File: src/rtl/ps2_famicom_pad.sv
// PS/2 keyboard and hps_io joystick merged into an 8-button Famicom serial pad.
// The shell's latch/pulse are synchronised into clk_sys before driving the shift register.
module ps2_famicom_pad #(
  parameter int unsigned SYNC_STAGES = 2,
  parameter logic [7:0]  SC_A        = 8'h22,
  parameter logic [7:0]  SC_B        = 8'h1A,
  parameter logic [7:0]  SC_SELECT   = 8'h66,
  parameter logic [7:0]  SC_START    = 8'h5A,
  parameter logic [7:0]  SC_UP       = 8'h75,
  parameter logic [7:0]  SC_DOWN     = 8'h72,
  parameter logic [7:0]  SC_LEFT     = 8'h6B,
  parameter logic [7:0]  SC_RIGHT    = 8'h74
) (
  input  logic        clk_sys,
  input  logic        reset_n,
  input  logic [10:0] ps2_key,
  input  logic [7:0]  joy,
  input  logic        famicom_latch,
  input  logic        famicom_pulse,
  output logic        famicom_data,
  output logic [7:0]  pad_state
);

  localparam int unsigned PadW = 8;

  logic [SYNC_STAGES-1:0] latch_sync_q;
  logic [SYNC_STAGES-1:0] pulse_sync_q;
  logic                   pulse_prev_q;
  logic                   armed_q;
  logic                   toggle_prev_q;
  logic [PadW-1:0]        key_state_q;
  logic [PadW-1:0]        key_state_d;
  logic [PadW-1:0]        pad_state_q;
  logic [PadW-1:0]        shift_q;
  logic [PadW-1:0]        shift_d;
  logic                   data_q;

  logic                   latch_s_c;
  logic                   pulse_rise_c;
  logic                   key_evt_c;
  logic [PadW-1:0]        key_hit_c;

  assign latch_s_c    = latch_sync_q[SYNC_STAGES-1];
  assign pulse_rise_c = pulse_sync_q[SYNC_STAGES-1] & ~pulse_prev_q;
  assign key_evt_c    = armed_q & (ps2_key[10] != toggle_prev_q);

  // A button matches only when both scancode and extended flag agree.
  always_comb begin
    key_hit_c    = '0;
    key_hit_c[7] = (ps2_key[7:0] == SC_A)      & ~ps2_key[8];
    key_hit_c[6] = (ps2_key[7:0] == SC_B)      & ~ps2_key[8];
    key_hit_c[5] = (ps2_key[7:0] == SC_SELECT) & ~ps2_key[8];
    key_hit_c[4] = (ps2_key[7:0] == SC_START)  & ~ps2_key[8];
    key_hit_c[3] = (ps2_key[7:0] == SC_UP)     &  ps2_key[8];
    key_hit_c[2] = (ps2_key[7:0] == SC_DOWN)   &  ps2_key[8];
    key_hit_c[1] = (ps2_key[7:0] == SC_LEFT)   &  ps2_key[8];
    key_hit_c[0] = (ps2_key[7:0] == SC_RIGHT)  &  ps2_key[8];
  end

  always_comb begin
    key_state_d = key_state_q;
    if (key_evt_c) begin
      key_state_d = (key_state_q & ~key_hit_c) | (key_hit_c & {PadW{ps2_key[9]}});
    end
  end

  // Load wins over shift; shifting refills with released (1) bits.
  always_comb begin
    shift_d = shift_q;
    if (latch_s_c) begin
      shift_d = ~pad_state_q;
    end else if (pulse_rise_c) begin
      shift_d = {shift_q[PadW-2:0], 1'b1};
    end
  end

  always_ff @(posedge clk_sys or negedge reset_n) begin
    if (!reset_n) begin
      latch_sync_q  <= '0;
      pulse_sync_q  <= '0;
      pulse_prev_q  <= 1'b0;
      armed_q       <= 1'b0;
      toggle_prev_q <= 1'b0;
      key_state_q   <= '0;
      pad_state_q   <= '0;
      shift_q       <= '1;
      data_q        <= 1'b1;
    end else begin
      latch_sync_q  <= {latch_sync_q[SYNC_STAGES-2:0], famicom_latch};
      pulse_sync_q  <= {pulse_sync_q[SYNC_STAGES-2:0], famicom_pulse};
      pulse_prev_q  <= pulse_sync_q[SYNC_STAGES-1];
      armed_q       <= 1'b1;
      toggle_prev_q <= ps2_key[10];
      key_state_q   <= key_state_d;
      pad_state_q   <= key_state_q | joy;
      shift_q       <= shift_d;
      data_q        <= shift_q[PadW-1];
    end
  end

  assign famicom_data = data_q;
  assign pad_state    = pad_state_q;

endmodule

File: config.mk
export PLATFORM = sky130hd
export DESIGN_NAME = ps2_famicom_pad
export DESIGN_NICKNAME = d
export VERILOG_FILES = /design/src/rtl/ps2_famicom_pad.sv
export SDC_FILE = /design/constraint.sdc
export NUM_CORES = 1
export LEC_CHECK = 0
export CAP_MARGIN = 10
export CORE_UTILIZATION = 51
export DETAILED_ROUTE_END_ITERATION = 10
export PLACE_DENSITY = 0.82
export SLEW_MARGIN = 20
export SYNTH_ARGS = -nofsm -noshare
export SYNTH_HDL_FRONTEND = slang
export SYNTH_SLANG_ARGS = --single-unit
File: constraint.sdc
create_clock -name clk_sys -period 3.1 [get_ports clk_sys]
set_input_delay 0.62 -clock clk_sys [delete_from_list [all_inputs] [get_ports clk_sys]]
set_output_delay 0.62 -clock clk_sys [all_outputs]
set_load 0.02 [all_outputs]
==> reports/results.tsv <==
metric	value	unit
outcome	finished, final reports clean	
global route overflow	0	
Routed wire per std cell	13.7	µm
CP Launch Point	famicom_data	
later-pin clock latency in the skew report	320	ps
Pre-Repair DR Iteration Count	4	
Post-CTS Hold Buffers	0	
WP data arrival	1430	ps
period utilization	0.662	
IO Pins	32	
CTS tree	done	
HP Class	reg -> reg	
first-pass GRT wire length	3740	µm
antenna viol nets, final	0	
Reg-to-Reg Start	toggle_prev_q	
post-synthesis cell count	102	
fmax	487	MHz
Post-layout nets	161	
critical path startpoint category	flip-flop	
hold-critical path endpoint	pulse_sync_q[1]	
core area	2300	µm²
Setup CP Type	reg -> out	
port bufs	31	
fraction of layout cells with a size suffix above 1	0.281	
Max Cap Viol	0	
Rows	17	
vias in the first global route	887	
Worst EP required	2480	ps
gp weighted congestion	0.818	
register clock-pin slew on the reported worst setup and hold paths	90	ps
warnings from Yosys	0	
hold depth	0	
Max IR drop VDD	401	µV
family with the most delay on the worst path	buffers and inverters	
die extent in x	52.1	µm
via count	880	
Critical-path top delay cell	clkdlybuf4s50_1	
Setup TNS	0	ps
antenna violations before repair	0	
First DRT Iteration DRCs	15	
H-tree Lvls	2	
DRC viols	0	
Critical Path Fanout Max	1	
number of flops mapped to enable cells by yosys	0	
synthesized area	1280	µm²
Setup Fix Bufs, Post-CTS	0	
post-CTS resize count	0	
Pwr Density	478	nW/µm²
GRT Total Usage	0.205	
area delta synth->final	31.3	%
Total Routed Length	2280	µm
syn nets	125	
total die area	2720	µm²
Fin. Hold Viols	0	
FF-to-FF path depth	4	
Seq cells post-synth	32	
ys async rst share	1.00	
vias per cell	5.27	
Root Buffer	clkbuf_4	
# fillers	175	
Fin Clk Skew	4.28	ps
RSZ-0062 raised after global routing	false	
# setup viols final	0	
Die Y	52.1	µm
critical path endpoint category	output port	
dpl hpwl	1790	µm
most frequent cells in the layout	clkdlybuf4s50_1 (31), dfrtp_1 (23), nor2_1 (12), mux2_2 (12), dfstp_2 (9)	
worst path bufs/invs	1	
Slew Viols, Final	0	
clock sinks	32	
hold_sp	pulse_sync_q[0]	
CP Cell Sequence	clkdlybuf4s50_1	
Longest Clk Path Bufs	2	
Power, Total	806	µW
antenna cells	0	
Netlist cell types	24	
sequential share of the synthesized area	0.633	
Starting Density	0.558	
largest net degree at the start of global routing	33	
commonest non-fill, non-tap cell in the layout	clkdlybuf4s50_1	
syn_area_per_cell	12.6	µm²
CTS Buf Count	5	
CP peak stage delay	590	ps
fin crit period	2050	ps
R2R Setup Slk	1470	ps
Lkg Pwr	0.716	nW
Primary FF master, synth	dfrtp_1	
cells by family after synthesis:
| logic type | share of synthesized area |
|---|---|
| multiplexers | 0.132 |
| AO/OA/AOI/OAI | 0.0332 |
| XOR/XNOR | 0.00683 |
| AND/OR/NAND/NOR | 0.180 |
| flip-flops | 0.633 |
| other | 0.00292 |
| buffers and inverters | 0.0127 |
worst max-delay path by stage:
stage / endpoint / slack, ps / cells past startpoint
after CTS: famicom_data / 1030 / 1
after global routing: famicom_data / 980 / 1
after floorplan: flip-flop / 1390 / 4
after global placement: flip-flop / 820 / 5
final: famicom_data / 1050 / 1
after detailed placement: flip-flop / 730 / 5
cell type report:
type	instances	area (µm²)	share of cell area
inverter	1	3.75	0.00223
clock buffer	6	51.3	0.0305
timing repair buffer	32	318	0.189
sequential	32	812	0.482
multi-input combinational	66	454	0.270
tap	28	35.0	0.0208
clock inverter	2	10.0	0.00594
where the power goes:
group,internal [mW],switching [mW]
logic,0.0603,0.0460
clock network,0.108,0.129
registers,0.449,0.0133
Yosys cell counts, types with 2 or more instances:
library cell	instances	area [µm²]
nand2_1	2	7.51
nor3_1	2	10.0
nor4_1	4	25.0
nand4_1	3	18.8
nand2b_1	2	12.5
nand3_1	2	10.0
mux2_1	3	33.8
nor2_1	12	45.0
nor2b_1	2	12.5
clkbuf_1	2	7.51
or2_2	8	50.1
dfrtp_1	23	576
dfstp_2	9	236
mux2_2	12	135
a21oi_1	7	35.0
routing by layer:
metal	wire length [µm]	share of wire	track usage	up-vias
met1	882	0.39	0.214	420
met3	126	0.055	0.0877	6
met5	0	0	0	-
met4	56	0.025	0.114	0
li1	-	-	-	425
met2	1220	0.53	0.344	29
per-stage QoR:
step           setup WS [ps]   util  cells  hold slack (ps)  instance area [µm²]
2_1_floorplan           1390      -    102              324                 1280
3_3_place_gp             821  0.706    159              332                 1620
3_5_place_dp             734  0.706    159              339                 1620
4_1_cts                 1030  0.733    167              361                 1680
5_1_grt                  978  0.733    167              364                 1680
6_report                1050  0.733    167              356                 1680
Note: power is estimated with default switching activity, not from simulation.
